**src/rtl/tictactoe_pkg.sv**
```systemverilog
// Shared cell codes, FSM encoding and position limits for the tic-tac-toe board logic.
package tictactoe_pkg;

    localparam logic [1:0] CELL_EMPTY  = 2'b00;
    localparam logic [1:0] CELL_PLAYER = 2'b01;
    localparam logic [1:0] CELL_COMP   = 2'b10;

    localparam logic [3:0] POS_MIN = 4'd1;
    localparam logic [3:0] POS_MAX = 4'd9;
    localparam int         NUM_CELLS = 9;

    typedef enum logic [1:0] {
        ST_P_WAIT = 2'd0,
        ST_C_WAIT = 2'd1,
        ST_DONE   = 2'd2
    } state_e;

    function automatic logic pos_valid(input logic [3:0] p);
        return (p >= POS_MIN) && (p <= POS_MAX);
    endfunction

endpackage

```
**src/rtl/board_position_writer_rise_detect.sv**
```systemverilog
// One-bit rising-edge detector: a level held high yields a single-cycle request.
module rise_detect (
    input  logic clk_i,
    input  logic rst_ni,
    input  logic d_i,
    output logic rise_o
);

    logic d_q;

    always_ff @(posedge clk_i or negedge rst_ni) begin
        if (!rst_ni) d_q <= 1'b0;
        else         d_q <= d_i;
    end

    assign rise_o = d_i & ~d_q;

endmodule

```
**src/rtl/board_position_writer.sv**
```systemverilog
// Sole writer of the nine board cells: validates player/computer moves, alternates turns,
// and freezes the board once the game is over.
module board_position_writer
    import tictactoe_pkg::*;
#(
    parameter bit PLAYER_FIRST = 1'b1
) (
    input  logic       clock,
    input  logic       reset,
    input  logic       play,
    input  logic       pc,
    input  logic [3:0] player_position,
    input  logic [3:0] computer_position,
    input  logic       game_done,
    output logic [1:0] pos1,
    output logic [1:0] pos2,
    output logic [1:0] pos3,
    output logic [1:0] pos4,
    output logic [1:0] pos5,
    output logic [1:0] pos6,
    output logic [1:0] pos7,
    output logic [1:0] pos8,
    output logic [1:0] pos9,
    output logic       player_turn,
    output logic       illegal_move,
    output logic       write_strobe
);

    localparam state_e INIT_STATE = PLAYER_FIRST ? ST_P_WAIT : ST_C_WAIT;

    logic       play_req;
    logic       pc_req;
    state_e     state_q;
    logic [1:0] board_q [NUM_CELLS];
    logic       illegal_q;
    logic       strobe_q;
    logic [3:0] p_idx;
    logic [3:0] c_idx;
    logic       p_ok;
    logic       c_ok;

    rise_detect u_play_rise (
        .clk_i  (clock),
        .rst_ni (reset),
        .d_i    (play),
        .rise_o (play_req)
    );

    rise_detect u_pc_rise (
        .clk_i  (clock),
        .rst_ni (reset),
        .d_i    (pc),
        .rise_o (pc_req)
    );

    assign p_idx = player_position - 4'd1;
    assign c_idx = computer_position - 4'd1;

    // Range check gates the array lookup so out-of-range positions never index the board.
    always_comb begin
        p_ok = 1'b0;
        c_ok = 1'b0;
        if (pos_valid(player_position))   p_ok = (board_q[p_idx] == CELL_EMPTY);
        if (pos_valid(computer_position)) c_ok = (board_q[c_idx] == CELL_EMPTY);
    end

    always_ff @(posedge clock or negedge reset) begin
        if (!reset) begin
            state_q   <= INIT_STATE;
            board_q   <= '{default: CELL_EMPTY};
            illegal_q <= 1'b0;
            strobe_q  <= 1'b0;
        end else begin
            illegal_q <= 1'b0;
            strobe_q  <= 1'b0;
            case (state_q)
                ST_P_WAIT: begin
                    if (game_done) begin
                        state_q <= ST_DONE;
                    end else if (play_req) begin
                        if (p_ok) begin
                            board_q[p_idx] <= CELL_PLAYER;
                            strobe_q       <= 1'b1;
                            state_q        <= ST_C_WAIT;
                        end else begin
                            illegal_q <= 1'b1;
                        end
                    end
                end
                ST_C_WAIT: begin
                    if (game_done) begin
                        state_q <= ST_DONE;
                    end else if (pc_req) begin
                        if (c_ok) begin
                            board_q[c_idx] <= CELL_COMP;
                            strobe_q       <= 1'b1;
                            state_q        <= ST_P_WAIT;
                        end else begin
                            illegal_q <= 1'b1;
                        end
                    end
                end
                ST_DONE:  state_q <= ST_DONE;
                default:  state_q <= INIT_STATE;
            endcase
        end
    end

    assign pos1 = board_q[0];
    assign pos2 = board_q[1];
    assign pos3 = board_q[2];
    assign pos4 = board_q[3];
    assign pos5 = board_q[4];
    assign pos6 = board_q[5];
    assign pos7 = board_q[6];
    assign pos8 = board_q[7];
    assign pos9 = board_q[8];

    assign player_turn  = (state_q == ST_P_WAIT);
    assign illegal_move = illegal_q;
    assign write_strobe = strobe_q;

endmodule
```
**config.mk**
```make
export PLATFORM = sky130hd
export DESIGN_NAME = board_position_writer
export DESIGN_NICKNAME = d
export VERILOG_FILES = /design/src/rtl/tictactoe_pkg.sv /design/src/rtl/board_position_writer_rise_detect.sv /design/src/rtl/board_position_writer.sv
export SDC_FILE = /design/constraint.sdc
export NUM_CORES = 1
export LEC_CHECK = 0
export CELL_PAD_IN_SITES_DETAIL_PLACEMENT = 0
export CELL_PAD_IN_SITES_GLOBAL_PLACEMENT = 1
export CORE_MARGIN = 3
export CORE_UTILIZATION = 41
export DETAILED_ROUTE_END_ITERATION = 6
export PLACE_DENSITY = 0.95
export SYNTH_ARGS = -nofsm -noshare
export SYNTH_HDL_FRONTEND = slang
export SYNTH_SLANG_ARGS = --single-unit
```
**constraint.sdc**
```tcl
create_clock -name clock -period 3.9 [get_ports clock]
set_input_delay 0.585 -clock clock [delete_from_list [all_inputs] [get_ports clock]]
set_output_delay 0.585 -clock clock [all_outputs]
set_load 0.01 [all_outputs]
```
==> qor.txt <==
RUN STATUS
---------------------------------------------------------------------------------------
Run status ............................................................... complete, no violations

SYNTHESIS
---------------------------------------------------------------------------------------
Number of flip-flops and latches in the synthesized netlist ..............           24
Top cells by area in the synthesized netlist ............................. dfrtp_1 38%, ha_1 7.9%, inv_1 3.3%, nor2_1 3.1%, mux4_2 2.8%
Most used flip-flop cell after synthesis .................................      dfrtp_1
YS warnings ..............................................................            0
Number of flops mapped to enable cells by yosys ..........................            0
Fraction of post-synthesis cell area in the top cell type by area ........       37.71%
Top cell type by total area after synthesis ..............................      dfrtp_1
Top post-synthesis cells by count ........................................ 24 x dfrtp_1, 14 x inv_1, 13 x nor2_1
Average instance area after synthesis ....................................    9.832 um2
Synthesized Nets .........................................................          185
Gate count after technology mapping ......................................          162
Most frequent cell after synthesis .......................................      dfrtp_1
Post-synth cell types ....................................................           52
Async S/R FF share, synth ................................................       100.0%
Portion of the post-synthesis area used by sequential elements ...........       37.71%
Area of the mapped netlist ...............................................     1593 um2

STA
---------------------------------------------------------------------------------------
Worst-Margin Slew ........................................................     1.066 ns
RSZ-0062 raised after global routing .....................................        false
Setup skew after layout ..................................................  0.002911 ns
Final min period .........................................................     3.334 ns
Worst slew margin relative to its limit ..................................       28.69%
Fraction of the cycle the final worst path needs .........................       85.49%
Max Transition Viols Final ...............................................            0
Setup violations, final ..................................................            0
Highest attainable clock frequency .......................................    299.9 MHz
Summed negative setup slack over all endpoints ...........................         0 ns
Count of final hold-check violations .....................................            0

PLACE
---------------------------------------------------------------------------------------
Detailed-placement wirelength estimate ...................................      3086 um
Gpl congestion ...........................................................       0.8772
Port Buf Inserts .........................................................           33
Placed standard-cell area ................................................     1948 um2

WORST SETUP PATH
---------------------------------------------------------------------------------------
Worst r2r dst ............................................................ pos4[0]$_DFFE_PN0P_
Crit path required time ..................................................      4.07 ns
CP endpoint kind .........................................................         flop
Crit Reg-Reg Startpoint .................................................. pos5[1]$_DFFE_PN0P_
Critical-path maximum fanout .............................................           12
Worst setup path category ................................................       in2reg
Crit path launch type ....................................................   input port
Worst endpoint data arrival time .........................................      3.50 ns
Depth of the most critical reg-to-reg path ...............................            8
Worst reg2reg setup slack ................................................      1.55 ns

MIN PATH
---------------------------------------------------------------------------------------
Hold Crit Start .......................................................... state_q[0]$_DFFE_PN0P_
Path type of the worst min-delay path ....................................      reg2reg
Hold depth ...............................................................            1
Hold-critical path endpoint .............................................. state_q[1]$_DFFE_PN0P_

CLOCK NETWORK
---------------------------------------------------------------------------------------
Clock Sinks ..............................................................           24
Count of cells resized by post-cts repair ................................            0
Post-cts hold buffer count ...............................................            0
Max H-tree Level .........................................................            1
Clock-pin slew of the registers on the worst-case setup and hold paths ...      0.08 ns
CTS tree .................................................................          yes
Clock network latency to the later pin of the worst-skew pair ............      0.27 ns
Number of clock buffers inserted by TritonCTS ............................            3
CTS root buffer ..........................................................     clkbuf_8
Maximum clock path buffer count ..........................................            2
Number of buffers inserted by post-CTS setup repair ......................            0

FINAL LAYOUT
---------------------------------------------------------------------------------------
Final Net Count ..........................................................          218
Area growth from synthesis to final layout ...............................       24.90%
Antenna diode instance count .............................................            0
Share of layout cells above drive strength 1 .............................       8.290%
Design Area, Final .......................................................     1989 um2

DETAILED ROUTING
---------------------------------------------------------------------------------------
Number of violations reported at the end of detailed-routing iteration 0 .          103
Wire length after detailed routing .......................................      4030 um
Via density ..............................................................        5.921
Total length of routed met2 wires ........................................      1970 um
Avg WL per Cell ..........................................................     16.72 um
Highest signal layer in the routed design ................................         met4
Vias after detailed routing ..............................................         1427
Met1 routed wirelength after detailed routing ............................      1810 um
Number of antenna-violating nets in the routed design ....................            0
Pre-Repair DR Iteration Count ............................................            4
Routed met3 length .......................................................       196 um
Remaining DRCs ...........................................................            0

PWR
---------------------------------------------------------------------------------------
Largest voltage drop on the vdd net ......................................    0.1361 mV
Power Dens Cells ......................................................... 244.5 nW/um2
Pleak ....................................................................    0.8528 nW

GLOBAL ROUTE
---------------------------------------------------------------------------------------
Number of global-route vias before repair ................................         1399
GRT Resource Usage Total .................................................       19.03%
First-pass GRT wire length ...............................................      6555 um
Grt ovf ..................................................................            0
Largest net degree at the start of global routing ........................           25
Antenna violations before repair .........................................            0

DIE
---------------------------------------------------------------------------------------
Area enclosed by the die boundary ........................................     4669 um2
Row count ................................................................           22
Starting density of the core .............................................       42.86%
Chip width ...............................................................     68.33 um
Num ports ................................................................           34
DIE HEIGHT ...............................................................     68.33 um
Area of the placeable core ...............................................     3716 um2

RUN
---------------------------------------------------------------------------------------
MaxCap Viol Count ........................................................            0

-- final cells by class --
type / count / area (um2)
clock buffer: 3 / 41.29
fill: 335 / 1727
inverter: 15 / 56.30
multi-input combinational: 116 / 885.9
sequential: 24 / 600.6
tap: 48 / 60.06
timing repair buffer: 35 / 345.3
-- through the flow --
step	hold WS (ns)	util, %	setup slack, ns	total power [mW]	cells
after global routing	0.5287	53.54	0.3762	0.5101	241
after CTS	0.5141	53.54	0.5701	0.4894	241
after floorplan	0.2894	-	1.143	0.3062	162
after detailed placement	0.5012	52.42	0.2987	0.3395	238
final	0.5096	53.54	0.5659	0.4863	241
after global placement	0.4746	52.42	0.3701	0.3371	238
-- placed cells by master, fill, tap and decap left out, drive strengths merged, types with 2 or more instances in the layout --
cell type,Yosys,routed
o211ai,2,2
o22ai,5,5
nand2,12,12
nand4,2,2
a211oi,3,3
nor4b,2,2
a21oi,3,3
nor2b,2,2
o31ai,2,2
buf,5,2
o22a,6,6
clkdlybuf4s50,0,33
xor2,3,3
ha,10,10
nand3,3,3
nor2,13,13
nor3,8,8
nor4,6,6
mux2i,2,2
o21ai,6,6
clkbuf,2,3
mux4,2,2
inv,15,15
a211o,2,2
dfrtp,24,24
nand2b,2,2
-- how the worst max path moves through the flow --
stage	start	end	slack [ns]	cells past startpoint
6_report	computer_position[1]	pos4[0]$_DFFE_PN0P_	0.57	11
5_1_grt	computer_position[1]	pos5[1]$_DFFE_PN0P_	0.38	11
4_1_cts	computer_position[1]	pos4[0]$_DFFE_PN0P_	0.57	11
3_5_place_dp	computer_position[1]	pos4[0]$_DFFE_PN0P_	0.30	11
3_3_place_gp	computer_position[1]	pos4[0]$_DFFE_PN0P_	0.37	11
2_1_floorplan	computer_position[0]	pos8[1]$_DFFE_PN0P_	1.14	11
-- worst max-delay path: stages --
cell and delay (ns):
clkdlybuf4s50_1 0.62, inv_1 0.13, ha_1 0.41, o211ai_1 0.12
o311a_1 0.14, o32a_1 0.34, o21ai_1 0.26, o22a_2 0.39
inv_2 0.13, a22oi_1 0.15, a21bo_1 0.21
-- metal layers --
layer / vias up / global-route usage (%)
li1: 661 / -
met1: 714 / 25.49
met2: 47 / 29.36
met3: 5 / 2.791
met4: 0 / 10.42
met5: - / 0
-- registers in the layout, summed over array words and instances (netlist names) --
register,count
u_play_rise.d_q,1
u_pc_rise.d_q,1
state_q,2
pos9,2
pos4,2
pos3,2
pos8,2
write_strobe,1
pos5,2
pos1,2
illegal_move,1
pos7,2
pos6,2
pos2,2
-- cells by family (layout without fill, tap and decap cells) --
family / after synthesis / in the layout / synth area share, %
muxes: 4 / 4 / 4.085
xor gates and xnor gates: 4 / 4 / 3.378
buffers and inverters: 22 / 53 / 6.676
adders and majority gates: 10 / 10 / 7.855
AOI/OAI and AO/OA: 42 / 42 / 20.03
and+or+nand+nor: 56 / 56 / 20.27
DFF: 24 / 24 / 37.71
-- where the power goes --
group	leakage (nW)	internal, mW	switching [mW]
combinational	0.547	0.0351	0.0492
sequential	0.284	0.250	0.00121
clock	0.0216	0.0693	0.0813
total	0.853	0.355	0.132
(Power assumes the default switching activity.)
